[config.mk]
export PLATFORM = sky130hd
export DESIGN_NAME = nn_result_argmax
export DESIGN_NICKNAME = d
export VERILOG_FILES = /design/src/rtl/nn_pkg.sv /design/src/rtl/nn_result_argmax.sv
export SDC_FILE = /design/constraint.sdc
export NUM_CORES = 1
export LEC_CHECK = 0
export CAP_MARGIN = 25
export CORE_ASPECT_RATIO = 0.7
export CORE_UTILIZATION = 35
export DETAILED_ROUTE_END_ITERATION = 10
export PLACE_DENSITY = 0.62
export SETUP_SLACK_MARGIN = 0.5
export SLEW_MARGIN = 20
export SYNTH_ARGS = -nofsm -noshare
export SYNTH_HDL_FRONTEND = slang
export SYNTH_SLANG_ARGS = --single-unit
[constraint.sdc]
create_clock -name Clk -period 11.2 [get_ports Clk]
set_input_delay 1.68 -clock Clk [delete_from_list [all_inputs] [get_ports Clk]]
set_output_delay 1.68 -clock Clk [all_outputs]
set_load 0.005 [all_outputs]
[src/rtl/nn_pkg.sv]
// Shared constants and types for the neural-network result path.
package nn_pkg;

  localparam int NN_CLASSES = 10;
  localparam int NN_PROB_W  = 16;

  typedef logic [NN_PROB_W-1:0] prob_t;

  typedef enum logic [1:0] {
    IDLE = 2'd0,
    SCAN = 2'd1,
    DONE = 2'd2
  } argmax_state_t;

endpackage

[src/rtl/nn_result_argmax.sv]
// Sequential argmax over a snapshot of class probabilities: digit, max score and winning margin.
// Optional confidence flag enabled by defining NN_ARGMAX_CONF_THRESH_EN.
module nn_result_argmax
  import nn_pkg::*;
#(
  parameter int          N_CLASSES = NN_CLASSES,
  parameter int          PROB_W    = NN_PROB_W,
  parameter int unsigned THRESH    = 32'h0000_8000
) (
  input  logic              Clk,
  input  logic              Reset,
  input  logic              Start,
  input  logic [PROB_W-1:0] Probability [N_CLASSES-1:0],
  output logic              Busy,
  output logic              Done,
  output logic              Valid,
  output logic [3:0]        Digit,
  output logic [PROB_W-1:0] Max_Prob,
  output logic [PROB_W-1:0] Margin
`ifdef NN_ARGMAX_CONF_THRESH_EN
  ,
  output logic              Confident
`endif
);

  localparam logic [3:0] LAST_IDX = 4'(N_CLASSES - 1);

  // Reject configurations the 4-bit digit and the threshold width cannot represent.
  if (N_CLASSES < 2 || N_CLASSES > 16 || 64'(THRESH) >= (64'd1 << PROB_W)) begin : g_bad_params
    $error("nn_result_argmax: illegal parameter combination");
  end

  argmax_state_t state, state_next;

  logic [PROB_W-1:0] snap [N_CLASSES-1:0];
  logic [3:0]        idx;
  logic [3:0]        best_idx;
  logic [PROB_W-1:0] best_val;
  logic [PROB_W-1:0] second_val;
  logic [PROB_W-1:0] cur_val;

  always_ff @(posedge Clk) begin
    if (Reset) state <= IDLE;
    else       state <= state_next;
  end

  always_comb begin
    state_next = state;
    case (state)
      IDLE:    if (Start) state_next = SCAN;
      SCAN:    if (idx == LAST_IDX) state_next = DONE;
      DONE:    state_next = IDLE;
      default: state_next = IDLE;
    endcase
  end

  always_comb begin
    Busy = (state != IDLE);
  end

  assign cur_val = snap[idx];

  // Strict greater-than keeps the lower index on ties while still letting the tie raise second_val.
  always_ff @(posedge Clk) begin
    if (Reset) begin
      idx        <= 4'd0;
      best_idx   <= 4'd0;
      best_val   <= '0;
      second_val <= '0;
      Done       <= 1'b0;
      Valid      <= 1'b0;
      Digit      <= 4'd0;
      Max_Prob   <= '0;
      Margin     <= '0;
`ifdef NN_ARGMAX_CONF_THRESH_EN
      Confident  <= 1'b0;
`endif
    end else begin
      Done <= 1'b0;
      case (state)
        IDLE: begin
          if (Start) begin
            snap       <= Probability;
            best_idx   <= 4'd0;
            best_val   <= Probability[0];
            second_val <= '0;
            idx        <= 4'd1;
          end
        end
        SCAN: begin
          if (cur_val > best_val) begin
            second_val <= best_val;
            best_val   <= cur_val;
            best_idx   <= idx;
          end else if (cur_val > second_val) begin
            second_val <= cur_val;
          end
          idx <= idx + 4'd1;
        end
        DONE: begin
          Done     <= 1'b1;
          Valid    <= 1'b1;
          Digit    <= best_idx;
          Max_Prob <= best_val;
          Margin   <= best_val - second_val;
`ifdef NN_ARGMAX_CONF_THRESH_EN
          Confident <= (best_val >= PROB_W'(THRESH));
`endif
        end
        default: ;
      endcase
    end
  end

endmodule

==> results by stage, run 1 <==
Outcome:
- The run finished with clean final reports.

Worst setup path:
- For this run, the slowest stage of the critical path takes 660 ps.
- STA puts the critical path data required time at 11,660 ps.
- Along the worst path, the maximum fanout reaches 44.
- Traced cell by cell, the critical path runs through buf_4, mux4_2, a22oi_1, o21ai_0, ha_1, nand4_2, nor2_1, a221o_1, o31a_4, nand2_2, a21boi_2, buf_6, mux2i_1.
- The class of the most critical setup path is reg2reg.
- Data on the critical path arrives at its endpoint at 5470 ps.
- The worst setup path is captured at a register.
- Broken down by cell family, the worst path's largest delay share belongs to compound AO/OA/AOI/OAI gates.
- The slowest stage of the critical path belongs to the cell buf_4.
- The nature of the critical path startpoint is a register.
- The critical path contains buffers and inverters numbering 2 combined.

Floorplan:
- The placeable core area is 30,170 um^2.
- Measured along the x axis, the die boundary spans 211.7 um.
- The number of top-level design ports is 202.
- The initial standard-cell utilization of the core is 35.70%.
- The die area is 31,490 um^2.
- The die is 148.8 um tall.
- The row count is 53.

Power:
- The fraction of power spent switching nets is 24.71%.
- The share of total power dissipated in sequential elements is 45.0%.
- The internal portion of the total power is 1694 uW.
- Power spread over the standard cell area amounts to 159.3 nW/um^2.
- Summed over all nets, the switching power comes to 556.0 uW.
- The combinational share of power is 15.7%.
- The standby leakage power is 0.004948 uW.
- The clock network power share is 39.3%.
- The peak supply drop is 0.09998 mV.

STA:
- The portion of the clock cycle consumed by the worst path in the final layout is 44.68%.
- The number of pins exceeding their max-slew limit in the final report came to 0.
- The transition time of the tightest slew-check pin is 1005 ps.
- The setup-violating endpoint count in the final report is 0.
- The final critical-path required period is 5004 ps.
- Between clock sinks in the finished design, the worst skew comes to 11.94 ps.
- Summed over all failing endpoints, the final setup total negative slack is 0 ps.
- Setup repair after global routing left no endpoint under its margin.
- The top achievable clock speed is 199.8 MHz.
- The final hold violation count was 0.
- In this run the tightest slew margin relative to its limit is 33.00%.

Clock tree:
- The clock network latency to the later pin of the worst-skew pair is 540 ps.
- CTS built an H-tree with a depth of 1.
- The number of buffers inserted by post-CTS setup repair is 0.
- The number of CTS-inserted buffers is 26.
- After clock tree synthesis, the clock-pin slew on the worst setup and hold paths is 60 ps.
- The hold buffer count at cts is 0.
- The TritonCTS clock tree is built.
- The root buffer cell is clkbuf_16.
- The maximum clock insertion buffer count is 3.
- For this design, the sink count on the clock tree is 240.
- Once the clock tree was built, the resizer swapped 0 gates to a different size.

GRT:
- The wire length of the first global-routing pass is 42.04 mm.
- The initial antenna violation count is 3.
- Entering global routing, the biggest net connects 89 pins.
- The global-route usage over all layers is 17.59%.
- The via count of the first global-routing pass is 7,313.
- The total overflow left after global routing is 0.

Synthesis:
- By area the synthesized netlist is led by edfxtp_1 (45%), dfxtp_1 (15%), mux4_2 (6.7%), ha_1 (5.7%), nand2_1 (3.8%).
- The number of nets in the synthesized netlist is 1,073.
- After synthesis, flip-flops and latches occupy 59.47% of the total area.
- The number of distinct library cells after synthesis is 58.
- Synthesis produced 860 cells.
- The register bit count reported by yosys is 240.
- The cell area after synthesis is 10,770 um^2.
- The number of enable-type register cells in the synthesized netlist is 160.
- Dividing the synthesized area by the synthesized cell count gives 12.53 um^2.
- The Yosys step of the flow raised 0 warnings.
- The fraction of post-synthesis cell area in the top cell type by area is 44.60%.
- The share of flip-flops with an asynchronous set or reset is 0%.
- Of all cell types, the one taking the most synthesized area is edfxtp_1.
- In the synthesized netlist the dominant register cell turns out to be edfxtp_1.

Route:
- The routed length on met3 is 1.421 mm.
- The count of unresolved DRC violations after routing is 0.
- The number of vias in the routed layout is 7,356.
- The highest metal layer with signal wires is met4.
- After detailed routing, the number of vias per cell comes to 4.927.
- After detailed routing, the average wire length per cell comes to 18.58 um.
- Wire segments on met2 add up to 12.77 mm in the final route.
- Once detail routing completed, the nets flagged for antenna violations numbered 0.
- In the final routing, the length of wire on met1 measures 12.98 mm.
- The wire length reported by the detailed router is 27.74 mm.
- The number of iterations in the first detailed-routing pass is 5.
- For this block, the initial DRC count from the detailed router was 448.

Final layout:
- The end-of-flow core utilization is 46.80%.
- The fraction of layout instances using a drive strength above 1 is 11.13%.
- Relative to the synthesized area, the layout overhead comes to 31.11%.
- After the last flow step, the layout net total stands at 1,271.

Min path:
- The type of the worst min-delay path is reg2reg.

Placed design:
- After legalization and detailed placement, the total HPWL measured 20.08 mm.
- Port buffering added 201 buffers.
- The routability congestion estimate is 0.8350.

Run:
- The count of max-cap constraint violations is 0.
[through the flow]
step / total power [uW] / instances / hold slack, ps / setup slack [ps] / area [um^2]
after detailed placement: 1383 / 1438 / 447.7 / 6167 / 13170
after floorplan: 1259 / 860 / 432.1 / 1766 / 10770
after CTS: 2278 / 1486 / 456.3 / 6135 / 14050
after global routing: 2350 / 1490 / 476.0 / 5868 / 14110
after global placement: 1379 / 1437 / 443.5 / 6124 / 13160
final: 2250 / 1493 / 454.5 / 6196 / 14120
[sequential cells by signal, indices dropped and copies added (netlist names)]
name	flops
Valid	1
idx	4
second_val	16
state	2
Done	1
Max_Prob	16
best_val	16
best_idx	4
Digit	4
Margin	16
snap	160
[cell type report]
cell class	instances	area, um^2
inverters	40	150.1
clock buffers	33	698.2
clock inverters	15	181.4
fillers	2716	16050
diodes	3	7.507
repair buffers	215	2151
multi-input cells	535	4008
flip-flops and latches	240	6411
well taps	412	515.5
[power groups by stage]
| stage | Combinational [uW] | Clock (uW) | Sequential, uW |
|---|---|---|---|
| floorplan | 238 | 0 | 1020 |
| global placement | 347 | 0 | 1030 |
| detailed placement | 351 | 0 | 1030 |
| CTS | 353 | 911 | 1010 |
| global route | 390 | 945 | 1020 |
| finish | 353 | 884 | 1010 |
[cells in the final DEF, fill, tap and decap left out, drive strengths merged, types with 3 or more instances in the layout]
cell type and instances:
diode 3, clkinv 8, mux4 32, o21ai 25, a21o 6, ha 49
nand3 16, mux2i 33, nor3 9, or3 16, clkbuf 33, buf 15
mux2 15, nor2b 9, xnor2 4, o21a 3, bufinv 4, a21oi 67
nand3b 4, and2 5, nand2 109, edfxtp 160, a211o 4, nand2b 5
inv 41, dfxtp 80, clkdlybuf4s50 200, a211oi 6, a31oi 4, nand4 7
and3 3, nor4 5, nor2 60, a22oi 16
[worst min-delay path, delay by kind of cell, from the launching register on]
family / cells / cell delay (ps)
AOI/OAI and AO/OA: 1 / 50
DFF: 1 / 310
and+or+nand+nor: 1 / 50
[final timing paths]
path / endpoint / depth (start not counted) / from / slack (ps)
max: second_val[11] / 13 / idx[0] / 6200
min: Margin[2] / 2 / Margin[2] / 450
max reg2reg: second_val[11] / 13 / idx[0] / 6200
min reg2reg: Margin[2] / 2 / Margin[2] / 450
[metal layers]
| metal | GRT usage (%) | up-vias |
|---|---|---|
| met4 | 4.022 | 0 |
| met1 | 24.71 | 3553 |
| met3 | 3.726 | 45 |
| met2 | 27.86 | 173 |
| met5 | 0 | - |
| li1 | - | 3585 |
[cells by family after synthesis]
kind of cell	synth area share, %
DFF	59.47
AOI/OAI and AO/OA	8.665
and+or+nand+nor	10.63
muxes	11.33
buffers and inverters	3.543
adders and majority gates	5.878
xor gates and xnor gates	0.4879
[Yosys cell counts (2+ instances only)]
master,number
edfxtp_1,160
nand2_1,108
dfxtp_1,80
a21oi_1,66
nor2_1,60
ha_1,49
inv_1,40
mux2i_1,33
mux4_2,32
o21ai_0,24
clkbuf_1,21
a22oi_1,16
nand3_1,16
or3_1,16
mux2_2,15
nor2b_1,9
nor3_1,9
buf_2,8
buf_4,7
a211oi_1,6
a21o_1,6
buf_1,6
nand4_1,6
and2_1,5
nand2b_1,5
a211o_1,4
a31oi_1,4
nand3b_1,4
nor4_1,4
xnor2_1,4
and3_1,3
o21a_1,3
a311o_1,2
and4_1,2
buf_6,2
o31ai_1,2
xor2_1,2
Power figures use the tool's default switching activity.
==> inputs of run 2 (changes only) <==
PLACE_DENSITY = 0.65   (was 0.62)
clock period = 4.56 ns   (was 11.2 ns; I/O delays follow)
==> run 2 against run 1 <==
  * Design area grew 1.4%
  * Die area is the same
  * Flip-flop and latch count is the same
  * Via count grew 2.9%
  * Worst hold slack is essentially flat
  * Critical path type unchanged
  * Critical endpoint is now best_val[9]
==> results by stage, run 2 (same netlist as run 1, synthesis figures left out) <==
Final layout:
- The fraction of layout instances using a drive strength above 1 came to 13.07% (+1.9 points).
- The final net count is 1,296 (+2.0%).
- In the layout the commonest cells are clkdlybuf4s50_1 (200), edfxtp_1 (160), nand2_1 (108).
- Relative to the synthesized area, the layout overhead comes to 33.00%.
- The leading cell type in the layout, fill and taps excluded is clkdlybuf4s50_1.
- The number of flip-flops under the largest register name is 160 (unchanged).
- The antenna diode count was 0 (-3).
- Counting flops per register, the top entry is snap.

Clock tree:
- The number of CTS-inserted buffers is 26 (unchanged).
- The clock network latency to the later pin of the worst-skew pair came to 540 ps (about the same).
- The number of levels the H-tree was split into is 1 (unchanged).
- The clock sink count is 240 (unchanged).
- TritonCTS built the clock tree.
- The tree is rooted in a clkbuf_16.
- The post-CTS clock slew at the launch and capture registers of the worst setup and hold paths is 60 ps (about the same).
- The maximum clock insertion buffer count is 3 (unchanged).

STA:
- The accumulated negative setup slack is 0 ps (unchanged).
- The final hold violation count was 0 (unchanged).
- The transition time of the tightest slew-check pin is 916.5 ps (-88.46 ps).
- The portion of the clock cycle consumed by the worst path in the final layout is 84.82% (+40 points).
- The worst slew margin relative to its limit is 38.76% (+5.8 points).
- The final worst clock skew was 17.84 ps (+5.897 ps).
- The hold slack was 454.2 ps (-0.3480 ps).
- The top achievable clock speed was 258.6 MHz (+29%).
- The final critical-path required period came to 3868 ps (-1136 ps).
- The setup-violating endpoint count in the final report was 0 (unchanged).
- Setup repair after global routing left no endpoint under its margin.
- The number of pins exceeding their max-slew limit in the final report is 0 (unchanged).

Min path:
- The startpoint of the lowest-slack hold path is Max_Prob[13].
- The tightest min-delay check is of the reg2reg type.

Floorplan:
- The die span in x is 211.7 um (unchanged).
- The die area is 31,490 um^2 (unchanged).
- The initial standard-cell utilization of the core is 35.70% (unchanged).
- The placeable core area was 30,170 um^2 (unchanged).
- The number of top-level design ports came to 202 (unchanged).
- The die height came to 148.8 um (unchanged).
- The row count is 53 (unchanged).

Worst setup path:
- The maximum fanout count along the critical path was 22 (-50%).
- The capture point of the worst reg-to-reg path is best_val[9].
- The worst reg2reg path depth is 14 (+1).
- The worst setup path is captured at a register.
- The internal reg-to-reg setup slack is 690 ps (-5500 ps).
- By startpoint and endpoint, the worst setup path is classified as reg2reg.
- The nature of the critical path startpoint is a register.
- The worst register-to-register path begins at idx[0].
- The worst setup path endpoint is best_val[9].
- The required time of the critical path is 5020 ps (-6640 ps).
- The first element of the critical path is idx[0].
- The worst endpoint data arrival time is 4330 ps (-1140 ps).

Placed design:
- The number of buffer cells added on primary ports is 201 (unchanged).
- The routability congestion estimate came to 0.8230 (-1.4%).
- The final HPWL from detailed placement is 20.04 mm (-0.24%).

Route:
- The final antenna-violating net count was 0 (unchanged).
- The average wire length per cell after detail routing came to 18.43 um (-0.80%).
- The count of unresolved DRC violations after routing was 0 (unchanged).
- The number of vias in the routed layout was 7,571 (+2.9%).
- The wire length reported by the detailed router is 27.90 mm (+0.59%).
- The via-per-instance ratio is 5.001 (+1.5%).
- The number of iterations in the first detailed-routing pass is 6 (+1).
- The DRC violation total after the first TritonRoute iteration is 552 (+23%).

GRT:
- The residual overflow from global routing was 0 (unchanged).
- The initial antenna violation count is 0 (-3).
- The global-route usage over all layers is 17.55% (-0.037 points).
- The pin count of the biggest net entering global routing is 61 (-31%).
- The wire length of the first global-routing pass was 42.28 mm (+0.56%).
- The via count of the first global-routing pass is 7,464 (+2.1%).

Power:
- The power density normalized to cell area came to 387.8 nW/um^2 (+140%).
- The peak supply drop is 0.2713 mV (+170%).
- The standby leakage power is 0.005066 uW (+2.4%).

Outcome:
- The flow ran to the end, and the final reports show no timing, DRC or antenna violations.

Run:
- The count of max-cap constraint violations is 0 (unchanged).
## run 2: changes by cell type in the layout (fill, tap and decap cells not counted), sizes merged
cell,previous run,this run
diode,3,0
clkinv,8,4
clkbuf,33,39
inv,41,40
buf,15,39
bufinv,4,3
clkinvlp,2,1
o31a,2,3
## run 2: routing by layer
layer	vias up	track usage, %	share of wire, %
met5	-	0	0
met4	0	3.442	1.6
met3	34	3.916	6.2
met2	217	27.65	46
met1	3685	24.85	47
li1	3635	-	-
## run 2: how the worst min path moves through the flow
stage | endpoint | slack, ps | cells after the start
2_1_floorplan | Digit[0] | 430 | 2
3_3_place_gp | second_val[6] | 440 | 2
3_5_place_dp | Max_Prob[13] | 450 | 2
4_1_cts | Max_Prob[13] | 460 | 2
5_1_grt | second_val[8] | 470 | 2
6_report | Max_Prob[13] | 450 | 2
## run 2: timing repair
action                                  in CTS  in global routing
gates resized for setup                      4                  8
buffers inserted                             3                  4
endpoints found under the setup margin      28                 28
hold buffers                                 0                  0
pin swaps                                    1                  3
gates cloned                                 1                  0
## run 2: cell type report
class | instances | area (um^2)
multi-input cells | 536 | 4021
well taps | 412 | 515.5
flip-flops and latches | 240 | 6411
clock buffers | 39 | 733.2
fillers | 2667 | 15850
clock inverters | 8 | 128.9
inverters | 40 | 150.1
repair buffers | 239 | 2366
## run 2: power breakdown
| group | internal, uW | switching [uW] | leakage [uW] |
|---|---|---|---|
| Combinational | 472 | 461 | 0.00251 |
| Sequential | 2420 | 55.8 | 0.00213 |
| Clock | 1280 | 867 | 0.000420 |
| Total | 4170 | 1380 | 0.00507 |
## run 2: metrics by stage
stage	power (uW)	utilization [%]	cell area [um^2]	cells	setup slack (ps)
2_1_floorplan	3082	-	10780	860	624.9
3_3_place_gp	3408	44.32	13370	1459	439.4
3_5_place_dp	3422	44.33	13370	1459	364.5
4_1_cts	5603	47.36	14290	1510	508.5
5_1_grt	5793	47.48	14330	1514	508.9
6_report	5556	47.48	14330	1514	692.4
## run 2: critical path: stages, from the launching register on
cell and delay, ps:
dfxtp_4 370, buf_12 120, buf_12 140, mux4_2 520, a22oi_1 230, o21ai_0 220, ha_1 350, nand4_2 140
nor4_2 360, a21boi_2 260, o31a_4 230, a21oi_4 100, buf_6 200, or3_1 370, a21oi_1 160
==> inputs of run 3 (changes only) <==
PLACE_DENSITY = 0.62   (was 0.65)
clock period = 3.6 ns   (was 4.56 ns; I/O delays follow)
==> run 3 against run 2 <==
  * Sequential power grew 27%
  * Clock power increased by 15%
  * Core utilization is 1.8 points higher
  * Critical path depth increased by 1
  * Register-to-register slack got worse by 620 ps
  * Global-route usage rose by 0.88 points
  * Worst hold slack lost 16 ps
==> results by stage, run 3 (same netlist as run 1, synthesis figures left out) <==
Outcome:
- The flow ran to the end, and the final reports show no timing, DRC or antenna violations.

Min path:
- The worst hold path depth is 2 (unchanged).
- The min-delay analysis places its worst path in the category in2reg.
- The startpoint identified for the worst hold timing path is Reset.
- The worst-case hold path end point is Max_Prob[13].

Floorplan:
- The initial standard-cell utilization of the core was 35.70% (unchanged).
- The die area is 31,490 um^2 (unchanged).
- The die height is 148.8 um (unchanged).
- The number of top-level design ports is 202 (unchanged).
- The die span in x is 211.7 um (unchanged).
- The placeable core area is 30,170 um^2 (unchanged).
- The row count is 53 (unchanged).

STA:
- The post-layout worst setup margin is 73.92 ps (-618.5 ps).
- Setup repair after global routing could not meet its margin everywhere.
- The transition time of the tightest slew-check pin was 813.9 ps (-102.6 ps).
- The final hold violation count is 0 (unchanged).
- The final critical-path required period is 3526 ps (-341.5 ps).
- The final worst clock skew is 11.14 ps (-6.696 ps).
- The top achievable clock speed is 283.6 MHz (+9.7%).
- The worst slew margin relative to its limit is 45.49% (+6.7 points).
- The setup-violating endpoint count in the final report is 0 (unchanged).
- The number of pins exceeding their max-slew limit in the final report came to 0 (unchanged).
- The accumulated negative setup slack is 0 ps (unchanged).
- The portion of the clock cycle consumed by the worst path in the final layout is 97.95% (+13 points).

Final layout:
- The final net count is 1,324 (+2.2%).
- snap holds more flip-flops than any other register.
- In the layout the commonest cells are clkdlybuf4s50_1 (200), edfxtp_1 (160), nand2_1 (107).
- The fraction of layout instances using a drive strength above 1 is 18.78% (+5.7 points).
- The total area of multi-input combinational cells came to 4255 um^2 (+5.8%).
- The total of fill cells in the finished design was 2,663 (-0.15%).
- The register cell area after layout is 6411 um^2 (unchanged).
- The area growth from synthesis to layout is 37.92%.
- Leaving out fill and tap cells, the most frequent cell in the layout is clkdlybuf4s50_1.
- The end-of-flow core utilization came to 49.24% (+1.8 points).
- The antenna diode count is 0 (unchanged).
- The number of flip-flops under the largest register name is 160 (unchanged).

Worst setup path:
- The class of the most critical setup path is reg2reg.
- In this run the critical register-to-register path is launched from idx[0].
- The internal reg-to-reg setup slack was 70 ps (-620 ps).
- The kind of cell with the highest combined delay on the critical path is compound AO/OA/AOI/OAI gates.
- The buffering stage count on the worst path with inverters included is 4 (+1).
- The maximum fanout count along the critical path was 7 (-68%).
- The endpoint identified for the worst register-to-register timing path is second_val[6].
- STA classifies the critical path startpoint as a register.
- The worst endpoint data arrival time is 3980 ps (-350 ps).
- STA classifies the critical path endpoint as a register.
- Traced cell by cell, the critical path runs through buf_6, buf_16, mux4_2, a22oi_2, o21ai_2, ha_1, nand4_1, nor2_1, a221o_1, o31a_4, nand2_4, a21boi_4, buf_6, buf_12, mux2i_1.
- The worst reg2reg path depth was 15 (+1).
- The delay contributed by the slowest stage of the critical path is 500 ps (-20 ps).
- On the critical path, the stage with the largest delay is an instance of mux4_2.
- The cell that appears most often on the critical path is buf_6.
- The required time of the critical path is 4060 ps (-960 ps).

Route:
- The average wire length per cell after detail routing is 19.13 um (+3.8%).
- The count of unresolved DRC violations after routing is 0 (unchanged).
- The final antenna-violating net count is 0 (unchanged).
- The number of vias in the routed layout is 7,700 (+1.7%).
- The wire length reported by the detailed router is 29.49 mm (+5.7%).
- The DRC violation total after the first TritonRoute iteration came to 422 (-24%).
- The via-per-instance ratio is 4.997 (about the same).
- The number of iterations in the first detailed-routing pass is 5 (-1).

GRT:
- The via count of the first global-routing pass was 7,611 (+2.0%).
- The wire length of the first global-routing pass is 44.12 mm (+4.4%).
- The global-route usage over all layers is 18.43% (+0.88 points).
- The initial antenna violation count is 1 (+1).
- The residual overflow from global routing is 0 (unchanged).
- The pin count of the biggest net entering global routing is 45 (-26%).

Clock tree:
- The number of CTS-inserted buffers was 25 (-3.8%).
- The post-CTS clock slew at the launch and capture registers of the worst setup and hold paths came to 70 ps (about the same).
- The number of levels the H-tree was split into is 1 (unchanged).
- The maximum clock insertion buffer count is 3 (unchanged).
- The root buffer cell is clkbuf_16.
- The clock sink count came to 240 (unchanged).
- TritonCTS built the clock tree.
- The clock network latency to the later pin of the worst-skew pair came to 530 ps (about the same).

Power:
- The internal power of the cells came to 5173 uW (+24%).
- The peak supply drop came to 0.3501 mV (+29%).
- The standby leakage power came to 0.005269 uW (+4.0%).
- The fraction of power spent switching nets is 25.92% (+1.0 points).
- The power density normalized to cell area was 470.0 nW/um^2 (+21%).
- The overall power of the completed layout is 6983 uW (+26%).
- The clock network power share is 35.6% (-3.1 points).
- The sequential group share of total power is 44.9% (+0.4 points).
- The reported net switching power is 1810 uW (+31%).
- The combinational share of power is 19.6% (+2.8 points).

Placed design:
- The worst-case setup slack after placement is -147.3 ps (-511.8 ps).
- The routability congestion estimate is 0.8290 (+0.73%).
- The number of buffer cells added on primary ports is 201 (unchanged).
- The final HPWL from detailed placement is 21.42 mm (+6.9%).

Run:
- The count of max-cap constraint violations came to 0 (unchanged).
## run 3: changes by cell type in the layout (fill, tap and decap cells not counted), moves of 5 or more
cell	delta
o21ai_0	-9
a21oi_2	+5
a21oi_1	-5
buf_12	+6
buf_4	+16
a22oi_2	+12
o21ai_2	+11
a22oi_1	-12
## run 3: power groups by stage
| stage | Combinational, uW | Sequential (uW) | Clock [uW] |
|---|---|---|---|
| floorplan | 770 | 3160 | 0 |
| global placement | 1210 | 3190 | 0 |
| detailed placement | 1220 | 3190 | 0 |
| CTS | 1310 | 3130 | 2540 |
| global route | 1480 | 3140 | 2660 |
| finish | 1370 | 3130 | 2480 |
## run 3: worst max path at each step
stage           start        endpoint  slack (ps)  depth (start not counted)
2_1_floorplan   Reset         snap[0]          20                          3
3_3_place_gp   idx[0]  second_val[12]         -60                         13
3_5_place_dp   idx[0]   second_val[5]        -150                         13
4_1_cts        idx[0]  second_val[11]          50                         15
5_1_grt        idx[0]    best_val[14]         -80                         14
6_report       idx[0]   second_val[6]          70                         15
## run 3: repair_timing
item / CTS / global route
setup endpoints to repair: 36 / 36
buffers inserted: 6 / 5
pin swaps: 7 / 14
cloned: 3 / 0
hold buffers: 0 / 0
gates resized for setup: 35 / 27
## run 3: cell type report
cell class	instances	area share [%]
Sequential cell	240	43.15
Clock buffer	33	4.548
Timing Repair Buffer	269	18.50
Multi-Input combinational cell	535	28.64
Inverter	40	1.011
Clock inverter	12	0.6737
Tap cell	412	3.470
## run 3: per-layer routing
layer | vias to the layer above | wire length [um] | track usage [%] | part of all wire [%]
li1 | 3683 | - | - | -
met1 | 3749 | 13820 | 26.87 | 47
met2 | 225 | 13290 | 28.16 | 45
met3 | 43 | 1804 | 3.789 | 6.1
met4 | 0 | 565 | 3.986 | 1.9
met5 | - | 0 | 0 | 0
## run 3: through the flow
step	instance area, um^2	std cells	hold slack (ps)
5_1_grt	14860	1541	449.1
2_1_floorplan	10870	860	429.7
3_5_place_dp	13640	1482	447.1
3_3_place_gp	13640	1482	443.4
6_report	14860	1541	438.5
4_1_cts	14680	1536	417.4
